===== config.mk =====
export PLATFORM = sky130hd
export DESIGN_NAME = gfx_sdr_responder
export DESIGN_NICKNAME = d
export VERILOG_FILES = /design/src/rtl/gfx_sdr_responder.sv
export SDC_FILE = /design/constraint.sdc
export NUM_CORES = 1
export LEC_CHECK = 0
export BUFFER_PORTS_ARGS = -buffer_cell sky130_fd_sc_hd__buf_2
export CORE_MARGIN = 2
export CORE_UTILIZATION = 50
export CTS_BUF_LIST = sky130_fd_sc_hd__clkbuf_4 sky130_fd_sc_hd__clkbuf_8
export DETAILED_ROUTE_END_ITERATION = 12
export HOLD_SLACK_MARGIN = 0.15
export PLACE_DENSITY = 0.79
export SLEW_MARGIN = 20
export SYNTH_ARGS = -nofsm -noshare
export SYNTH_HDL_FRONTEND = slang
export SYNTH_SLANG_ARGS = --single-unit

===== constraint.sdc =====
create_clock -name clk_ram -period 4.61 [get_ports clk_ram]
set_input_delay 0.2305 -clock clk_ram [delete_from_list [all_inputs] [get_ports clk_ram]]
set_output_delay 0.2305 -clock clk_ram [all_outputs]
set_load 0.05 [all_outputs]

===== src/rtl/gfx_sdr_responder.sv =====
`default_nettype none
// ============================================================================
// Module  : gfx_sdr_responder
// Purpose : Round-robin SDRAM read arbiter for tile/sprite ROM clients.
//           Each client posts a one-cycle request with an address. One read
//           is outstanding at a time. Read data comes back on a shared data
//           bus, together with a one-cycle ready pulse to the owning client.
// Revision: 1.0 - initial release
// ============================================================================
module gfx_sdr_responder #(
    parameter int NCLIENTS = 4,
    parameter int AW       = 25,
    parameter int DW       = 16
) (
    input  logic                   clk_ram,
    input  logic                   RESET,
    input  logic [NCLIENTS-1:0]    cl_req,
    input  logic [NCLIENTS*AW-1:0] cl_addr,
    output logic [NCLIENTS-1:0]    cl_rdy,
    output logic [DW-1:0]          cl_data,
    output logic [AW-1:0]          mem_addr,
    output logic                   mem_rd,
    input  logic                   mem_ack,
    input  logic                   mem_valid,
    input  logic [DW-1:0]          mem_dout
);

    localparam int OW = (NCLIENTS > 1) ? $clog2(NCLIENTS) : 1;

    localparam logic [1:0] ST_IDLE  = 2'd0;
    localparam logic [1:0] ST_ISSUE = 2'd1;
    localparam logic [1:0] ST_WAIT  = 2'd2;

    // The last owner starts at the highest index so the first search begins at client 0
    localparam logic [OW-1:0] LAST_RST = OW'(NCLIENTS - 1);

    logic [1:0]          state_q,    state_d;
    logic [NCLIENTS-1:0] pending_q,  pending_d;
    logic [AW-1:0]       latch_q [NCLIENTS];
    logic [OW-1:0]       owner_q,    owner_d;
    logic [OW-1:0]       last_q,     last_d;
    logic [AW-1:0]       mem_addr_q, mem_addr_d;
    logic [NCLIENTS-1:0] rdy_q,      rdy_d;
    logic [DW-1:0]       data_q,     data_d;

    logic                gnt_found;
    logic [OW-1:0]       gnt_idx;
    int                  cand_int;
    logic [OW-1:0]       cand;

    // Round-robin search: first pending client after the last owner, wrapping around
    always_comb begin
        gnt_found = 1'b0;
        gnt_idx   = '0;
        cand_int  = 0;
        cand      = '0;
        for (int k = 1; k <= NCLIENTS; k++) begin
            cand_int = (int'(last_q) + k) % NCLIENTS;
            cand     = OW'(cand_int);
            if (!gnt_found && pending_q[cand]) begin
                gnt_found = 1'b1;
                gnt_idx   = cand;
            end
        end
    end

    // Next-state logic for the IDLE/ISSUE/WAIT read sequencer and pending flags
    always_comb begin
        state_d    = state_q;
        pending_d  = pending_q;
        owner_d    = owner_q;
        last_d     = last_q;
        mem_addr_d = mem_addr_q;
        rdy_d      = '0;
        data_d     = data_q;
        case (state_q)
            ST_IDLE: begin
                if (gnt_found) begin
                    pending_d[gnt_idx] = 1'b0;
                    owner_d            = gnt_idx;
                    last_d             = gnt_idx;
                    mem_addr_d         = latch_q[gnt_idx];
                    state_d            = ST_ISSUE;
                end
            end
            ST_ISSUE: begin
                // A mem_valid coincident with the ack is not data for this read
                if (mem_ack) begin
                    state_d = ST_WAIT;
                end
            end
            ST_WAIT: begin
                if (mem_valid) begin
                    data_d         = mem_dout;
                    rdy_d[owner_q] = 1'b1;
                    state_d        = ST_IDLE;
                end
            end
            default: begin
                state_d = ST_IDLE;
            end
        endcase
        // A fresh request re-arms the flag even in the cycle its client is granted
        pending_d = pending_d | cl_req;
    end

    // State, flag and address-latch registers
    always_ff @(posedge clk_ram or posedge RESET) begin
        if (RESET) begin
            state_q    <= ST_IDLE;
            pending_q  <= '0;
            owner_q    <= '0;
            last_q     <= LAST_RST;
            mem_addr_q <= '0;
            rdy_q      <= '0;
            data_q     <= '0;
            for (int i = 0; i < NCLIENTS; i++) begin
                latch_q[i] <= '0;
            end
        end else begin
            state_q    <= state_d;
            pending_q  <= pending_d;
            owner_q    <= owner_d;
            last_q     <= last_d;
            mem_addr_q <= mem_addr_d;
            rdy_q      <= rdy_d;
            data_q     <= data_d;
            for (int i = 0; i < NCLIENTS; i++) begin
                if (cl_req[i]) begin
                    latch_q[i] <= cl_addr[i*AW +: AW];
                end
            end
        end
    end

    assign mem_rd   = (state_q == ST_ISSUE);
    assign mem_addr = mem_addr_q;
    assign cl_rdy   = rdy_q;
    assign cl_data  = data_q;

endmodule
`default_nettype wire


# Word-level counts from Yosys, hierarchy flattened
# Index checks and enable logic that the tools add are counted.
# totals
mem_bits_rw	0
inputBits	124
mem_count	0
rom_bits	0
latch_bits	0
reg_bits	155
# classes
div_mod_pow	0
mul	0
add_sub_neg	4
bitwise	4
n_eq_ne	5
muxes	31
n_shift	0
reduce_logical	12
order_cmp	9
# ops
operator	count
25-bit binary-select mux with 2-bit select	1
25-bit two-way mux	2
2-bit by 3-bit less-than comparator with 1-bit output (second input constant)	6
4-bit two-way mux	4
2-bit two-way mux	7
1-bit two-way mux	10
1-bit binary-select mux with 2-bit select	4
2-bit case mux with 3 select lines	1
1-bit logical AND	5
2-bit by 1-bit adder with 2-bit output (second input constant)	2
2-bit adder (second input constant)	2
4-bit AND	1
1-bit demux with 2-bit select	2
2-bit by 1-bit >= comparator with 1-bit output (second input constant)	2
2-bit inequality test (second input constant)	2
4-bit inverter	1
4-bit OR	1
2-bit AND reduction	2
3-bit >= comparator (second input constant)	1
1-bit zero test	3
2-bit inverter with 3-bit output	1
3-bit AND reduction	1
2-bit by 1-bit equality test with 1-bit output (second input constant)	1
2-bit equality test (second input constant)	1
other kinds (2)	2

# Logic depth before layout (Yosys ltp)
# Gate-level depths: netlist of the first run.
# depth
depth_word	22
mapped_depth	8
ltp_nobuf	5

# Least setup slack after synthesis of the first run
# Ideal clock, no wire load.
# synth_timing
path_kind	register to register
start	register last_q[1]
end	register mem_addr_q[0], in the netlist mem_addr[0]
path_stages_with_launch	9
setup_time_ps	129
arrival_time_ps	1663
n_path_buf	3
required_ps	4481
path_slack_ps	2818
cell_sequence	dfstp_2 buf_6 o21a_1 o22ai_1 and2_2 buf_6 buf_2 a221oi_1 a21oi_1
# synth_between
elab_chain_len	17
elab_cells_between_ends	31
classes_between	add/sub: 4; mux: 19; bitwise: 1; reduce/logical: 7
# synth_rtl
element	line_no	text
from (decl)	41	logic [OW-1:0] last_q, last_d;
from (signal assigned)	124	last_q <= last_d;
2-bit by 1-bit adder with 2-bit output	58	cand_int = (int'(last_q) + k) % NCLIENTS;
1-bit binary-select mux with 2-bit select	60	if (!gnt_found && pending_q[cand]) begin
1-bit two-way mux (implied by the code)	60	
1-bit two-way mux	60	
1-bit zero test	60	
1-bit logical AND	60	
1-bit two-way mux	60	
1-bit zero test	60	
1-bit logical AND	60	
1-bit two-way mux	60	
1-bit zero test	60	
1-bit logical AND	60	
2-bit two-way mux	60	
2-bit inverter with 3-bit output (implied by the code)	82	mem_addr_d = latch_q[gnt_idx];
25-bit binary-select mux with 2-bit select	82	
25-bit two-way mux (implied by the code) (2 in a row)	82	
to (signal assigned)	125	mem_addr_q <= mem_addr_d;
to (decl)	42	logic [AW-1:0] mem_addr_q, mem_addr_d;
# Parallel ways exist; a longest one is shown, timed or not. The select of a mux whose other input is x is not followed.
# A chain may end at the register's enable or synchronous reset.

# Worst setup path in the final report of the first run
# layout_timing
start	register pending_q[3]
end	register mem_addr_q[16], in the netlist mem_addr[16]
# layout_between
elab_chain_len	16
elab_cells_between_ends	27
classes_between	mux: 19; bitwise: 1; reduce/logical: 7
# layout_rtl
element	line_no	text
from (decl)	38	logic [NCLIENTS-1:0] pending_q, pending_d;
from (signal assigned)	122	pending_q <= pending_d;
1-bit binary-select mux with 2-bit select	60	
1-bit two-way mux (implied by the code)	60	
1-bit two-way mux	60	
1-bit zero test	60	
1-bit logical AND	60	
1-bit two-way mux	60	
1-bit zero test	60	
1-bit logical AND	60	
1-bit two-way mux	60	
1-bit zero test	60	
1-bit logical AND	60	
2-bit two-way mux	60	
2-bit inverter with 3-bit output (implied by the code)	82	
25-bit binary-select mux with 2-bit select	82	
25-bit two-way mux (implied by the code) (2 in a row)	82	
# Parallel ways exist; a longest one is shown, timed or not. The select of a mux whose other input is x is not followed.

==> key figures, run 1 <==
Setup path
  – Critical path origin: pending_q[3]
  – Maximum fanout along the worst path: 20
  – CP Launch Type: flop
  – WP data required: 4.94 ns
  – Nature of the critical path endpoint: flop
  – Reg2reg path depth: 5
  – RR Startpoint: pending_q[3]
  – WS Path Type: reg -> reg
  – Reg-to-reg slack, setup: 2.07 ns
  – Crit path DAT: 2.87 ns
  – Reg2reg end: mem_addr[16]

Clocking
  – Postcts setup bufs: 0
  – Cts hold-fix bufs: 120
  – Clk_lat worst skew: 0.46 ns
  – CTS sink count: 155
  – Maximum clock path buffer count: 2
  – Post_cts resized: 0
  – H-Tree Depth: 4
  – CTS clk-pin slew, worst paths: 0.08 ns
  – Num CTS Buffers: 17
  – CTS tree: yes
  – Root Driver: clkbuf_8

Synthesis
  – Async SR Flop Fraction: 100.0%
  – Top cell type by total area after synthesis: dfrtp_1
  – Top_reg_cell synth: dfrtp_1
  – Synth top area cells: dfrtp_1 (56%), mux2_2 (18%), nand2_1 (5.2%)
  – Post-synth top cells: dfrtp_1 (153), mux2_2 (109), nand2_1 (95)
  – Synth cell types: 51
  – Most common cell in the netlist: dfrtp_1
  – Syn avg cell area: 12.45 um^2
  – Sequential share of the synthesized area: 56.99%
  – Mapped cell area: 6810 um^2
  – EDFF count, synth: 0
  – Ys Warns: 0
  – Synth Register Bits: 155
  – Net count after synthesis: 671
  – Post-synth top area share: 56.22%
  – Cells after Synth: 547

Place
  – Post-Place Cells: 859
  – HPWL after detailed placement: 12050 um
  – Final Wtd Congestion: 0.8868
  – Port bufs: 169
  – Dpl cell area: 7669 um^2

Floorplanning
  – DIE WIDTH: 120.7 um
  – Die H: 120.7 um
  – Die area: 14570 um^2
  – Ports: 170
  – Initial Util: 51.22%
  – Rows: 42
  – CORE AREA: 13300 um^2

Routing
  – Via count: 5396
  – Final WL: 18600 um
  – Max layer used: met4
  – DR WL/cell: 18.36 um
  – DR WL met2: 9946 um
  – Number of DRC markers in iteration 0: 319
  – DR vias/cell: 5.327
  – Final ANT Viol Nets: 0
  – Met3 Wirelength: 1245 um
  – Router iterations before antenna repair: 5
  – Drc violations: 0
  – Met1 wire length: 6751 um

Global routing
  – GRT Total Usage: 26.87%
  – Initial antenna violation count: 0
  – Vias in the first global route: 5796
  – Largest net degree at the start of global routing: 108
  – GR Overflow Total: 0
  – First-pass GRT wire length: 29350 um

STA
  – Final setup skew: 0.005486 ns
  – Setup violators final: 0
  – Fin. max-slew vios: 0
  – Slew margin rel.: 29.09%
  – Fin. Hold Viols: 0
  – Hold Slack: 0.3689 ns
  – Final min period: 2.543 ns
  – RSZ-0062 raised after global routing: no
  – Highest clock rate: 0.3933 GHz
  – Setup_tns: 0 ns
  – Crit share post-route: 55.16%
  – Worst-Margin Slew: 1.054 ns

Hold path
  – Hold EP: pending_q[2]
  – Min-delay worst type: in -> reg
  – Hold path start: cl_req[2]
  – Hold path depth: 2

Power and ir drop
  – Leakage: 0.004331 uW
  – PwrDens: 632.0 nW/um^2
  – Maximum VDD drop: 386.7 uV

Final layout
  – Post-synthesis to final-layout area growth: 37.90%
  – Post-route cell area: 9392 um^2
  – Layout cells sized above 1: 41.22%
  – Fillers: 889
  – Final std cells w/o fill: 1013
  – Post-route core utilization: 70.64%
  – Ant diodes: 0
  – Nets: 948

Outcome
  – Status: finished, final reports clean

Job
  – Maxcap violations: 0
==> placed cells by master, fill, tap and decap left out, drive strengths merged <==
| master | count |
|---|---|
| o221a | 1 |
| nand3 | 3 |
| or3 | 1 |
| dfrtp | 153 |
| clkinv | 5 |
| mux2i | 6 |
| nand2 | 95 |
| nor2b | 2 |
| dlygate4sd3 | 120 |
| a21o | 6 |
| a21oi | 21 |
| mux2 | 120 |
| o21bai | 2 |
| o211ai | 2 |
| o2111ai | 1 |
| buf | 174 |
| bufinv | 5 |
| o221ai | 1 |
| o22ai | 6 |
| a21boi | 2 |
| a2bb2oi | 1 |
| or2 | 1 |
| a221oi | 24 |
| nand3b | 2 |
| clkinvlp | 2 |
| o21ai | 7 |
| o21a | 1 |
| nor3b | 1 |
| o31ai | 1 |
| dfstp | 2 |
| nor3 | 1 |
| and2 | 2 |
| o2111a | 1 |
| and3 | 1 |
| nor2 | 36 |
| inv | 3 |
| clkbuf | 21 |
| o311ai | 1 |
| nand2b | 3 |
==> critical path: stages (launching register included) <==
cell and delay (ns):
dfrtp_1 0.53, nor2_1 0.13, o211ai_1 0.18, nand3_1 0.70
a221oi_1 0.72, a21oi_1 0.14
==> layout make-up <==
| type | count | area (um^2) | share of cell area [%] |
|---|---|---|---|
| clock buffer | 21 | 289.0 | 3.078 |
| clock inverter | 11 | 188.9 | 2.012 |
| inverter | 4 | 20.02 | 0.2132 |
| multi-input combinational | 352 | 2680 | 28.54 |
| sequential | 155 | 3881 | 41.33 |
| tap | 176 | 220.2 | 2.345 |
| timing repair buffer | 294 | 2112 | 22.49 |
==> routing by layer <==
metal / vias to the layer above / global-route usage (%)
met2: 220 / 48.38
met3: 44 / 8.255
met1: 2663 / 28.93
met5: - / 0
li1: 2469 / -
met4: 0 / 11.85
==> registers in the layout, indices dropped and copies added (netlist names) <==
signal     cells
mem_addr      25
cl_rdy         4
pending_q      4
owner_q        2
state_q        2
latch_q      100
cl_data       16
last_q         2
==> per-stage QoR <==
stage / power (uW) / worst slack, ns
after global routing: 6245 / 1.997
after detailed placement: 4599 / 2.064
after CTS: 5870 / 2.050
after floorplan: 4038 / 0.2047
after global placement: 4485 / 2.202
final: 5936 / 2.067
==> how the worst max path moves through the flow <==
stage,end,slack [ns]
5_1_grt,mem_addr[0],2.00
4_1_cts,mem_addr[0],2.05
6_report,mem_addr[16],2.07
3_5_place_dp,mem_addr[0],2.06
3_3_place_gp,mem_addr[22],2.20
2_1_floorplan,cl_data[0],0.20
==> cells by family (layout without fill, tap and decap cells) <==
group,Yosys count,after routing,share of synthesized area (%)
buffers and inverters,40,330,3.674
muxes,126,126,21.33
DFF,155,155,56.99
AOI/OAI and AO/OA,78,78,9.021
and+or+nand+nor,148,148,8.984
==> power breakdown <==
part | switching, uW | internal [uW]
Clock | 495 | 700
Combinational | 1780 | 1030
Sequential | 257 | 1680
Total | 2530 | 3410
(Power assumes the default switching activity.)
==> inputs of run 2 (changes only) <==
--- a/config.mk
+++ b/config.mk
@@ -7,11 +7,11 @@
 export LEC_CHECK = 0
 export BUFFER_PORTS_ARGS = -buffer_cell sky130_fd_sc_hd__buf_2
 export CORE_MARGIN = 2
-export CORE_UTILIZATION = 50
+export CORE_UTILIZATION = 55
 export CTS_BUF_LIST = sky130_fd_sc_hd__clkbuf_4 sky130_fd_sc_hd__clkbuf_8
 export DETAILED_ROUTE_END_ITERATION = 12
 export HOLD_SLACK_MARGIN = 0.15
-export PLACE_DENSITY = 0.79
+export PLACE_DENSITY = 0.82
 export SLEW_MARGIN = 20
 export SYNTH_ARGS = -nofsm -noshare
 export SYNTH_HDL_FRONTEND = slang
==> constraint.sdc (replaced) <==
create_clock -name clk_ram -period 2.5 [get_ports clk_ram]
set_input_delay 0.125 -clock clk_ram [delete_from_list [all_inputs] [get_ports clk_ram]]
set_output_delay 0.125 -clock clk_ram [all_outputs]
set_load 0.05 [all_outputs]
==> run 2 against run 1 <==
Maximum frequency is 21% higher. Largest cell class unchanged. Combinational power up 82%. Cell count is 0.20% lower. Sequential power grew 86%. Sequential cell count is the same. First-iteration DRC count grew 19%. Design area fell by 0.84%. Critical path depth rose by 1. Die area is 8.8% lower.
==> key figures, run 2 (synthesized netlist as in run 1, its figures left out) <==
Clocking
  – CTS tree: yes
  – CTS sink count: 155
  – Num CTS Buffers: 17
  – CTS clk-pin slew, worst paths: 0.09 ns
  – H-Tree Depth: 4
  – Root Driver: clkbuf_8
  – Maximum clock path buffer count: 2
  – Clk_lat worst skew: 0.46 ns

Outcome
  – Status: finished, final reports clean

Final layout
  – Multi-input combinational cell area: 2679 um^2
  – Nets: 955
  – Layout cells sized above 1: 41.64%
  – Max reg flops: 100
  – Commonest non-fill, non-tap cell in the layout: buf_2
  – Post-route core utilization: 77.21%
  – Fillers: 727
  – Largest Register: latch_q
  – Ant diodes: 0
  – Register Area: 3881 um^2
  – Post-synthesis to final-layout area growth: 36.74%
  – Commonest non-fill, non-tap cells in the layout: buf_2 (169), dfrtp_1 (153), dlygate4sd3_1 (119)

Place
  – Port bufs: 169
  – HPWL after detailed placement: 11840 um
  – Final Wtd Congestion: 0.9133

Routing
  – Via count: 5570
  – Router iterations before antenna repair: 6
  – DR WL/cell: 18.71 um
  – Number of DRC markers in iteration 0: 379
  – DR vias/cell: 5.509
  – Final WL: 18920 um
  – Final ANT Viol Nets: 0
  – Drc violations: 0

Setup path
  – Crit path max-delay cell type: dfrtp_1
  – Crit path DAT: 2.47 ns
  – Cell Chain, Critical Path: nor2b_4 > a21oi_2 > o221ai_4 > buf_4 > mux2_2 > a21oi_1
  – Maximum fanout along the worst path: 20
  – Nature of the critical path endpoint: flop
  – WS Path Type: reg -> reg
  – CP Launch Type: flop
  – Critical Path Max Stage Delay: 0.62 ns
  – WP data required: 2.87 ns

Global routing
  – Largest net degree at the start of global routing: 61
  – First-pass GRT wire length: 29770 um
  – GRT Total Usage: 29.90%
  – GR Overflow Total: 0
  – Vias in the first global route: 6113
  – Initial antenna violation count: 0

Floorplanning
  – Ports: 170
  – Rows: 40
  – Die area: 13290 um^2
  – Die H: 115.3 um
  – Initial Util: 56.46%
  – DIE WIDTH: 115.3 um
  – CORE AREA: 12060 um^2

STA
  – Setup_tns: 0 ns
  – RSZ-0062 raised after global routing: no
  – Highest clock rate: 0.4755 GHz
  – Final setup skew: 0.01808 ns
  – Fin. max-slew vios: 0
  – Crit share post-route: 84.13%
  – Fin. Hold Viols: 0
  – Slew margin rel.: 48.42%
  – Final min period: 2.103 ns
  – Setup violators final: 0
  – Worst-Margin Slew: 0.7721 ns

Power and ir drop
  – Int Pwr: 5776 uW
  – Maximum VDD drop: 835.1 uV
  – Reg power frac: 34.6%
  – Combinational power share: 48.8%
  – Clk pwr share: 16.6%
  – Sw Share: 44.64%
  – Sw Pwr: 4657 uW
  – PwrDens: 1120 nW/um^2
  – Leakage: 0.004301 uW

Hold path
  – Min-delay worst type: in -> reg

Job
  – Maxcap violations: 0
## run 2: changes by cell type in the layout (fill, tap and decap cells not counted), sizes merged
| cell | before | now |
|---|---|---|
| clkinvlp | 2 | 5 |
| inv | 3 | 2 |
| dlygate4sd3 | 120 | 119 |
| buf | 174 | 182 |
| clkinv | 5 | 9 |
| clkbuf | 21 | 18 |
| bufinv | 5 | 1 |
## run 2: what timing repair did
| item | CTS | global route |
|---|---|---|
| hold buffers | 119 | 0 |
| hold endpoints to repair | 148 | 0 |
| gates resized for setup | 0 | 0 |
| buffers inserted | 0 | 0 |
## run 2: final timing paths
check                             start            to  slack [ns]  depth (start not counted)
max                        pending_q[1]  mem_addr[17]        0.40                          6
min in group asynchronous         RESET  mem_addr[13]        0.35                          3
min                           cl_req[0]  pending_q[0]        0.27                          2
max reg2reg                pending_q[1]  mem_addr[17]        0.40                          6
max in group asynchronous         RESET     last_q[0]        1.36                          4
min reg2reg                  cl_data[0]    cl_data[0]        0.48                          2
## run 2: power by group through the flow
stage / Combinational (uW) / Clock (uW) / Sequential (uW)
floorplan: 2900 / 0 / 4540
global placement: 4740 / 0 / 3580
detailed placement: 4890 / 0 / 3620
CTS: 5040 / 1740 / 3580
global route: 5450 / 1860 / 3660
finish: 5090 / 1730 / 3610
## run 2: critical path, delay by kind of cell, from the launching register on
family	cells	cell delay, ns
multiplexers	1	0.38
AND/OR/NAND/NOR	1	0.25
flip-flops	1	0.62
AO/OA/AOI/OAI	3	0.40
buffers and inverters	1	0.34
## run 2: stage by stage
| step | setup slack [ns] | hold slack (ns) | instance area (um^2) | total power, uW | instances |
|---|---|---|---|---|---|
| 6_report | 0.3967 | 0.2652 | 9313 | 10430 | 1011 |
| 2_1_floorplan | 0.4177 | 0.2304 | 6814 | 7448 | 547 |
| 3_5_place_dp | 0.4507 | 0.3011 | 7770 | 8517 | 861 |
| 5_1_grt | 0.2773 | 0.2783 | 9313 | 10970 | 1011 |
| 4_1_cts | 0.4190 | 0.2398 | 9313 | 10360 | 1011 |
| 3_3_place_gp | 0.5456 | 0.2882 | 7770 | 8316 | 861 |
## run 2: final cells by class
cell class              instances  share of cell area [%]
inverters                       4                  0.2015
flip-flops and latches        155                   41.68
repair buffers                301                   23.32
clock buffers                  18                   2.660
clock inverters                13                   1.115
well taps                     168                   2.257
multi-input cells             352                   28.77
## run 2: routing by layer
metal	vias up	wire length, um	global-route usage, %
li1	2480	-	-
met1	2781	6679	30.96
met2	261	10500	56.31
met3	48	1116	7.907
met4	0	618	13.41
met5	-	0	0
